===== config.mk =====
export PLATFORM = sky130hd
export DESIGN_NAME = dds_sweep_ctrl
export DESIGN_NICKNAME = d
export VERILOG_FILES = /design/src/rtl/dds_sweep_ctrl.sv
export SDC_FILE = /design/constraint.sdc
export NUM_CORES = 1
export LEC_CHECK = 0
export ABC_AREA = 1
export ABC_CLOCK_PERIOD_IN_PS = 6000
export CORE_MARGIN = 5
export CORE_UTILIZATION = 60
export DETAILED_ROUTE_END_ITERATION = 6
export PLACE_DENSITY = 0.78
export RECOVER_POWER = 100
export SLEW_MARGIN = 20
export SYNTH_ARGS = -nofsm -noshare
export SYNTH_HDL_FRONTEND = slang
export SYNTH_SLANG_ARGS = --single-unit

===== constraint.sdc =====
create_clock -name clk -period 6 [get_ports clk]
set_input_delay 1.8 -clock clk [delete_from_list [all_inputs] [get_ports clk]]
set_output_delay 1.8 -clock clk [all_outputs]
set_load 0.01 [all_outputs]

===== src/rtl/dds_sweep_ctrl.sv =====
// dds_sweep_ctrl: frequency-sweep scheduler for a DDS wave generator.
// Latches a sweep configuration over a valid/ready handshake, then steps the
// tuning word linearly between start and stop with a programmable dwell,
// in single, repeat, ping-pong or fixed-tone mode. All outputs are registered.
module dds_sweep_ctrl #(
    parameter int STEP_W  = 23,
    parameter int PHASE_W = 7,
    parameter int DWELL_W = 16
) (
    input  logic               clk,
    input  logic               reset,
    input  logic               cfg_valid,
    output logic               cfg_ready,
    input  logic [STEP_W-1:0]  cfg_start,
    input  logic [STEP_W-1:0]  cfg_stop,
    input  logic [STEP_W-1:0]  cfg_inc,
    input  logic [DWELL_W-1:0] cfg_dwell,
    input  logic [1:0]         cfg_mode,
    input  logic [PHASE_W-1:0] cfg_phase,
    output logic               cfg_err,
    input  logic               start,
    input  logic               abort,
    output logic [STEP_W-1:0]  Step,
    output logic [PHASE_W-1:0] phase,
    output logic               busy,
    output logic               sweep_done,
    output logic               wrap
);

    typedef enum logic [2:0] {
        ST_IDLE  = 3'd0,
        ST_ARMED = 3'd1,
        ST_UP    = 3'd2,
        ST_DN    = 3'd3,
        ST_TONE  = 3'd4
    } state_t;

    localparam logic [1:0] MODE_SINGLE = 2'b00;
    localparam logic [1:0] MODE_REPEAT = 2'b01;
    localparam logic [1:0] MODE_PPONG  = 2'b10;
    localparam logic [1:0] MODE_TONE   = 2'b11;

    // a + b evaluated one bit wider so a carry can never wrap, then capped at lim
    function automatic logic [STEP_W-1:0] add_clamp(input logic [STEP_W-1:0] a,
                                                    input logic [STEP_W-1:0] b,
                                                    input logic [STEP_W-1:0] lim);
        logic [STEP_W:0] sum;
        sum = {1'b0, a} + {1'b0, b};
        if (sum > {1'b0, lim}) begin
            return lim;
        end else begin
            return sum[STEP_W-1:0];
        end
    endfunction

    // a - b floored at flr; caller guarantees a >= flr, so a - flr cannot underflow
    function automatic logic [STEP_W-1:0] sub_clamp(input logic [STEP_W-1:0] a,
                                                    input logic [STEP_W-1:0] b,
                                                    input logic [STEP_W-1:0] flr);
        if ((a - flr) >= b) begin
            return a - b;
        end else begin
            return flr;
        end
    endfunction

    state_t               state_r, state_s;
    logic [STEP_W-1:0]    cfg_start_r, cfg_stop_r, cfg_inc_r;
    logic [DWELL_W-1:0]   cfg_dwell_r;
    logic [1:0]           cfg_mode_r;
    logic [PHASE_W-1:0]   cfg_phase_r;
    logic [DWELL_W-1:0]   cnt_r, cnt_s;
    logic [STEP_W-1:0]    step_r, step_s;
    logic [PHASE_W-1:0]   phase_r, phase_s;
    logic                 busy_r, ready_r, done_r, wrap_r, err_r;
    logic                 done_s, wrap_s, err_s, load_s;
    logic                 xfer_s, cfg_ok_s, expire_s;

    assign xfer_s   = cfg_valid && ready_r;
    assign cfg_ok_s = (cfg_mode == MODE_TONE) ||
                      ((cfg_start <= cfg_stop) && (cfg_inc != {STEP_W{1'b0}}));
    assign expire_s = (cnt_r == {DWELL_W{1'b0}});

    // State register
    always_ff @(posedge clk) begin
        if (!reset) begin
            state_r <= ST_IDLE;
        end else begin
            state_r <= state_s;
        end
    end

    // Next-state decision; a config transfer in ARMED takes precedence over start
    always_comb begin
        state_s = state_r;
        case (state_r)
            ST_IDLE: begin
                if (xfer_s && cfg_ok_s) begin
                    state_s = ST_ARMED;
                end else begin
                    state_s = ST_IDLE;
                end
            end
            ST_ARMED: begin
                if (xfer_s) begin
                    state_s = ST_ARMED;
                end else if (start) begin
                    state_s = (cfg_mode_r == MODE_TONE) ? ST_TONE : ST_UP;
                end else begin
                    state_s = ST_ARMED;
                end
            end
            ST_UP: begin
                if (abort) begin
                    state_s = ST_ARMED;
                end else if (expire_s && (step_r >= cfg_stop_r)) begin
                    case (cfg_mode_r)
                        MODE_SINGLE: state_s = ST_ARMED;
                        MODE_REPEAT: state_s = ST_UP;
                        MODE_PPONG:  state_s = ST_DN;
                        default:     state_s = ST_UP;
                    endcase
                end else begin
                    state_s = ST_UP;
                end
            end
            ST_DN: begin
                if (abort) begin
                    state_s = ST_ARMED;
                end else if (expire_s && (step_r <= cfg_start_r)) begin
                    state_s = ST_UP;
                end else begin
                    state_s = ST_DN;
                end
            end
            ST_TONE: begin
                if (abort) begin
                    state_s = ST_ARMED;
                end else begin
                    state_s = ST_TONE;
                end
            end
            default: state_s = ST_IDLE;
        endcase
    end

    // Output/datapath values for the next cycle; abort always wins over a dwell expiry
    always_comb begin
        step_s  = step_r;
        phase_s = phase_r;
        cnt_s   = cnt_r;
        done_s  = 1'b0;
        wrap_s  = 1'b0;
        err_s   = xfer_s && !cfg_ok_s;
        load_s  = xfer_s && cfg_ok_s;
        case (state_r)
            ST_IDLE: begin
                step_s  = {STEP_W{1'b0}};
                phase_s = {PHASE_W{1'b0}};
            end
            ST_ARMED: begin
                if (!xfer_s && start) begin
                    step_s  = cfg_start_r;
                    phase_s = cfg_phase_r;
                    cnt_s   = cfg_dwell_r;
                end else begin
                    step_s  = {STEP_W{1'b0}};
                    phase_s = {PHASE_W{1'b0}};
                end
            end
            ST_UP: begin
                if (abort) begin
                    step_s  = {STEP_W{1'b0}};
                    phase_s = {PHASE_W{1'b0}};
                end else if (expire_s) begin
                    cnt_s = cfg_dwell_r;
                    if (step_r < cfg_stop_r) begin
                        step_s = add_clamp(step_r, cfg_inc_r, cfg_stop_r);
                    end else begin
                        case (cfg_mode_r)
                            MODE_SINGLE: begin
                                step_s  = {STEP_W{1'b0}};
                                phase_s = {PHASE_W{1'b0}};
                                done_s  = 1'b1;
                            end
                            MODE_REPEAT: begin
                                step_s = cfg_start_r;
                                wrap_s = 1'b1;
                            end
                            MODE_PPONG: begin
                                step_s = sub_clamp(cfg_stop_r, cfg_inc_r, cfg_start_r);
                                wrap_s = 1'b1;
                            end
                            default: step_s = step_r;
                        endcase
                    end
                end else begin
                    cnt_s = cnt_r - DWELL_W'(1);
                end
            end
            ST_DN: begin
                if (abort) begin
                    step_s  = {STEP_W{1'b0}};
                    phase_s = {PHASE_W{1'b0}};
                end else if (expire_s) begin
                    cnt_s = cfg_dwell_r;
                    if (step_r > cfg_start_r) begin
                        step_s = sub_clamp(step_r, cfg_inc_r, cfg_start_r);
                    end else begin
                        step_s = add_clamp(cfg_start_r, cfg_inc_r, cfg_stop_r);
                        wrap_s = 1'b1;
                    end
                end else begin
                    cnt_s = cnt_r - DWELL_W'(1);
                end
            end
            ST_TONE: begin
                if (abort) begin
                    step_s  = {STEP_W{1'b0}};
                    phase_s = {PHASE_W{1'b0}};
                end else begin
                    step_s = step_r;
                end
            end
            default: begin
                step_s  = {STEP_W{1'b0}};
                phase_s = {PHASE_W{1'b0}};
            end
        endcase
    end

    // Configuration latch and registered outputs
    always_ff @(posedge clk) begin
        if (!reset) begin
            cfg_start_r <= {STEP_W{1'b0}};
            cfg_stop_r  <= {STEP_W{1'b0}};
            cfg_inc_r   <= {STEP_W{1'b0}};
            cfg_dwell_r <= {DWELL_W{1'b0}};
            cfg_mode_r  <= 2'b00;
            cfg_phase_r <= {PHASE_W{1'b0}};
            cnt_r       <= {DWELL_W{1'b0}};
            step_r      <= {STEP_W{1'b0}};
            phase_r     <= {PHASE_W{1'b0}};
            busy_r      <= 1'b0;
            ready_r     <= 1'b1;
            done_r      <= 1'b0;
            wrap_r      <= 1'b0;
            err_r       <= 1'b0;
        end else begin
            if (load_s) begin
                cfg_start_r <= cfg_start;
                cfg_stop_r  <= cfg_stop;
                cfg_inc_r   <= cfg_inc;
                cfg_dwell_r <= cfg_dwell;
                cfg_mode_r  <= cfg_mode;
                cfg_phase_r <= cfg_phase;
            end
            cnt_r   <= cnt_s;
            step_r  <= step_s;
            phase_r <= phase_s;
            busy_r  <= (state_s == ST_UP) || (state_s == ST_DN) || (state_s == ST_TONE);
            ready_r <= (state_s == ST_IDLE) || (state_s == ST_ARMED);
            done_r  <= done_s;
            wrap_r  <= wrap_s;
            err_r   <= err_s;
        end
    end

    assign cfg_ready  = ready_r;
    assign cfg_err    = err_r;
    assign Step       = step_r;
    assign phase      = phase_r;
    assign busy       = busy_r;
    assign sweep_done = done_r;
    assign wrap       = wrap_r;

endmodule


==> impl_metrics.py <==
metrics = {
    "placed_design": {
        "port_buffers": 133,
        "place_area_sq_um": 20200,
        "preCtsSetupSlack_ps": 398,
        "dpl.hpwl_um": 63700,
        "gp_congestion": 1.09,
    },
    "synthesis": {
        "netlist_area_sq_um": 18500,
        "syn_inst": 2961,
        "ys.flop_type": "dfxtp_1",
        "synth_edf_count": 0,
        "syn_avg_cell_area_sq_um": 6.23,
        "synth.ff_latch_count": 148,
        "synth-async-reset-ratio": 0,
        "yosysWarnings": 0,
        "synth.yosys.seq_area_share": 0.161,
        "ys_types": 51,
        "syn_nets": 3346,
    },
    "clock_tree": {
        "path_clk_slew_ps": 70,
        "cts_tree": "built",
        "hold_buffers": 0,
        "post_cts_resized": 0,
        "cts_setup_buffers": 0,
        "clk_latency_ps": 470,
        "cts_buffers": 17,
        "clock-sinks": 148,
        "clockRootBuffer": "clkbuf_16",
        "htree_levels": 4,
        "clockBufferDepth": 2,
    },
    "floorplan": {
        "std_cell_rows": 64,
        "dieArea_sq_um": 34400,
        "die_w_um": 185,
        "io-pin-count": 134,
        "core_area_sq_um": 30500,
        "fp.dieH_um": 185,
        "start_util": 0.605,
    },
    "finish": {
        "layout_common_cells": "685 x nand2_1, 359 x a21oi_1, 339 x inv_1",
        "areaGrowthSynthToFinish_pct": 12.0,
        "drive_gt1_frac": 0.0333,
        "layout_commonest_cell": "nand2_1",
        "layout.nets": 3440,
        "design_area_sq_um": 20700,
        "fillers": 2763,
        "antenna_cells": 0,
    },
    "sta": {
        "tns_ps": 0,
        "whs_ps": 457,
        "max_freq_mhz": 172,
        "period_share": 0.971,
        "rsz0062_at_grt": "false",
        "finalSetupViolCount": 0,
        "layout_min_cycle_time_ps": 5820,
        "fin_ws_ps": 175,
        "slew_headroom": -0.0220,
        "slew_viol_final": 26,
        "skew_ps": 11.0,
        "worstMarginPinSlew_ps": 1530,
        "hold_viol": 0,
    },
    "critical_path": {
        "critical_path_class": "register to register",
        "cp_slowest_cell": "dfxtp_1",
        "crit_path_start": "cfg_stop_r[0]",
        "required_ps": 6320,
        "r2r-start": "cfg_stop_r[0]",
        "cp_max_fo": 29,
        "crit_path_end_kind": "register",
        "cp_slowest_stage_delay_ps": 550,
        "reg2reg_slack_ps": 180,
        "crit_top_cell": "nand2_1",
        "arrival_ps": 6140,
        "reg2reg_depth": 28,
        "startpoint_type": "register",
        "rr_endpoint": "Step[3]",
    },
    "global_route": {
        "grt-ovfl-total": 0,
        "grt_usage": 0.444,
        "antenna_found_initial": 2,
        "grt_pass1_vias": 21500,
        "grt_max_degree": 97,
        "grt_pass1_wl_um": 117000,
    },
    "min_path": {
        "min_delay_path_depth": 2,
        "hp-start": "cfg_dwell_r[2]",
        "worstHoldEndpoint": "cfg_dwell_r[2]",
        "hp-class": "register to register",
    },
    "power_and_ir_drop": {
        "combPwrFrac": 0.583,
        "seqPwrFrac": 0.219,
        "irDropWorstVdd_uv": 217,
        "switching_power_mw": 2.65,
        "power.switching_fraction": 0.502,
        "p_leak_nw": 10.3,
        "p_int_mw": 2.63,
        "pwr-share-clk": 0.198,
        "pwr_density_cell_nw_per_um2": 255,
    },
    "drt": {
        "wl_per_cell_um": 22.7,
        "firstDrtPassIters": 7,
        "vias": 22400,
        "finalWirelength_um": 78500,
        "drtAntennaViolNets": 0,
        "initialDrtViolationCount": 2872,
        "vias_per_cell": 6.47,
        "remaining_drc_errors": 2,
    },
    "run": {
        "maxCapViolations": 1,
    },
    "run_status": {
        "failed_checks": "DRC, capacitance limit, slew limit",
        "status": "finished, violations left",
    },
}
flip-flops by register name, summed over array words and instances (netlist names), 2 cells and up:
register / cells
cfg_start_r: 23
cfg_inc_r: 23
phase: 7
cfg_mode_r: 2
Step: 23
cnt_r: 16
state_r: 3
cfg_phase_r: 7
cfg_stop_r: 23
cfg_dwell_r: 16
power groups by stage:
stage | logic [mW] | clock network (mW) | registers (mW)
6_report | 3.08 | 1.05 | 1.15
4_1_cts | 2.93 | 1.03 | 1.14
2_1_floorplan | 2.03 | 0 | 1.12
5_1_grt | 3.33 | 1.08 | 1.16
3_5_place_dp | 2.91 | 0 | 1.17
3_3_place_gp | 2.83 | 0 | 1.16
layer usage:
metal / track usage / vias to the layer above / routed length [um]
met3: 0.106 / 327 / 10400
met2: 0.707 / 1572 / 34300
li1: - / 10200 / -
met5: 0 / - / 26
met1: 0.547 / 10300 / 28400
met4: 0.259 / 4 / 5350
stage by stage:
stage,instances,utilization,power (mW)
global route,3463,0.678,5.56
floorplan,2961,-,3.15
detailed placement,3432,0.661,4.08
global placement,3432,0.661,4.00
finish,3463,0.678,5.28
CTS,3463,0.679,5.11
worst max-delay path: cells and delay by family (launching register included):
| family | cells | cell delay [ps] |
|---|---|---|
| flip-flops | 1 | 550 |
| XOR/XNOR | 1 | 80 |
| adder cells (fa/ha/maj) | 3 | 1030 |
| AO/OA/AOI/OAI | 9 | 2010 |
| buffers and inverters | 2 | 560 |
| AND/OR/NAND/NOR | 13 | 1430 |
synthesized netlist by cell type, drive strengths merged (47+ instances only):
library cell	count	area, sq um
inv	350	1310
a21oi	362	1820
clkbuf	52	195
ha	280	3500
o21ai	243	1220
xor2	66	578
nand4	49	313
buf	47	260
nand2	691	2600
nand3	260	1310
nor2	191	729
dfxtp	148	2960
layout make-up:
| cell class | instances | area [sq um] | area share |
|---|---|---|---|
| repair buffers | 174 | 1630 | 0.0786 |
| flip-flops and latches | 148 | 2960 | 0.143 |
| clock inverters | 9 | 72.6 | 0.00351 |
| clock buffers | 22 | 464 | 0.0225 |
| inverters | 351 | 1320 | 0.0637 |
| well taps | 396 | 495 | 0.0240 |
| multi-input cells | 2363 | 13700 | 0.664 |
worst max-delay path by stage:
stage / to / slack (ps) / cells past startpoint
after floorplan: Step[22] / 1500 / 28
after detailed placement: Step[3] / 400 / 28
after global placement: Step[3] / 480 / 28
final: Step[3] / 180 / 28
after CTS: Step[3] / 380 / 28
after global routing: Step[12] / 10 / 29
kinds of logic after synthesis:
| kind of cell | count (synthesis) | share of synthesized area |
|---|---|---|
| xor gates and xnor gates | 105 | 0.0498 |
| AOI/OAI and AO/OA | 709 | 0.206 |
| adders and majority gates | 286 | 0.196 |
| buffers and inverters | 450 | 0.0961 |
| DFF | 148 | 0.161 |
| and+or+nand+nor | 1263 | 0.291 |
Power figures use the tool's default switching activity.
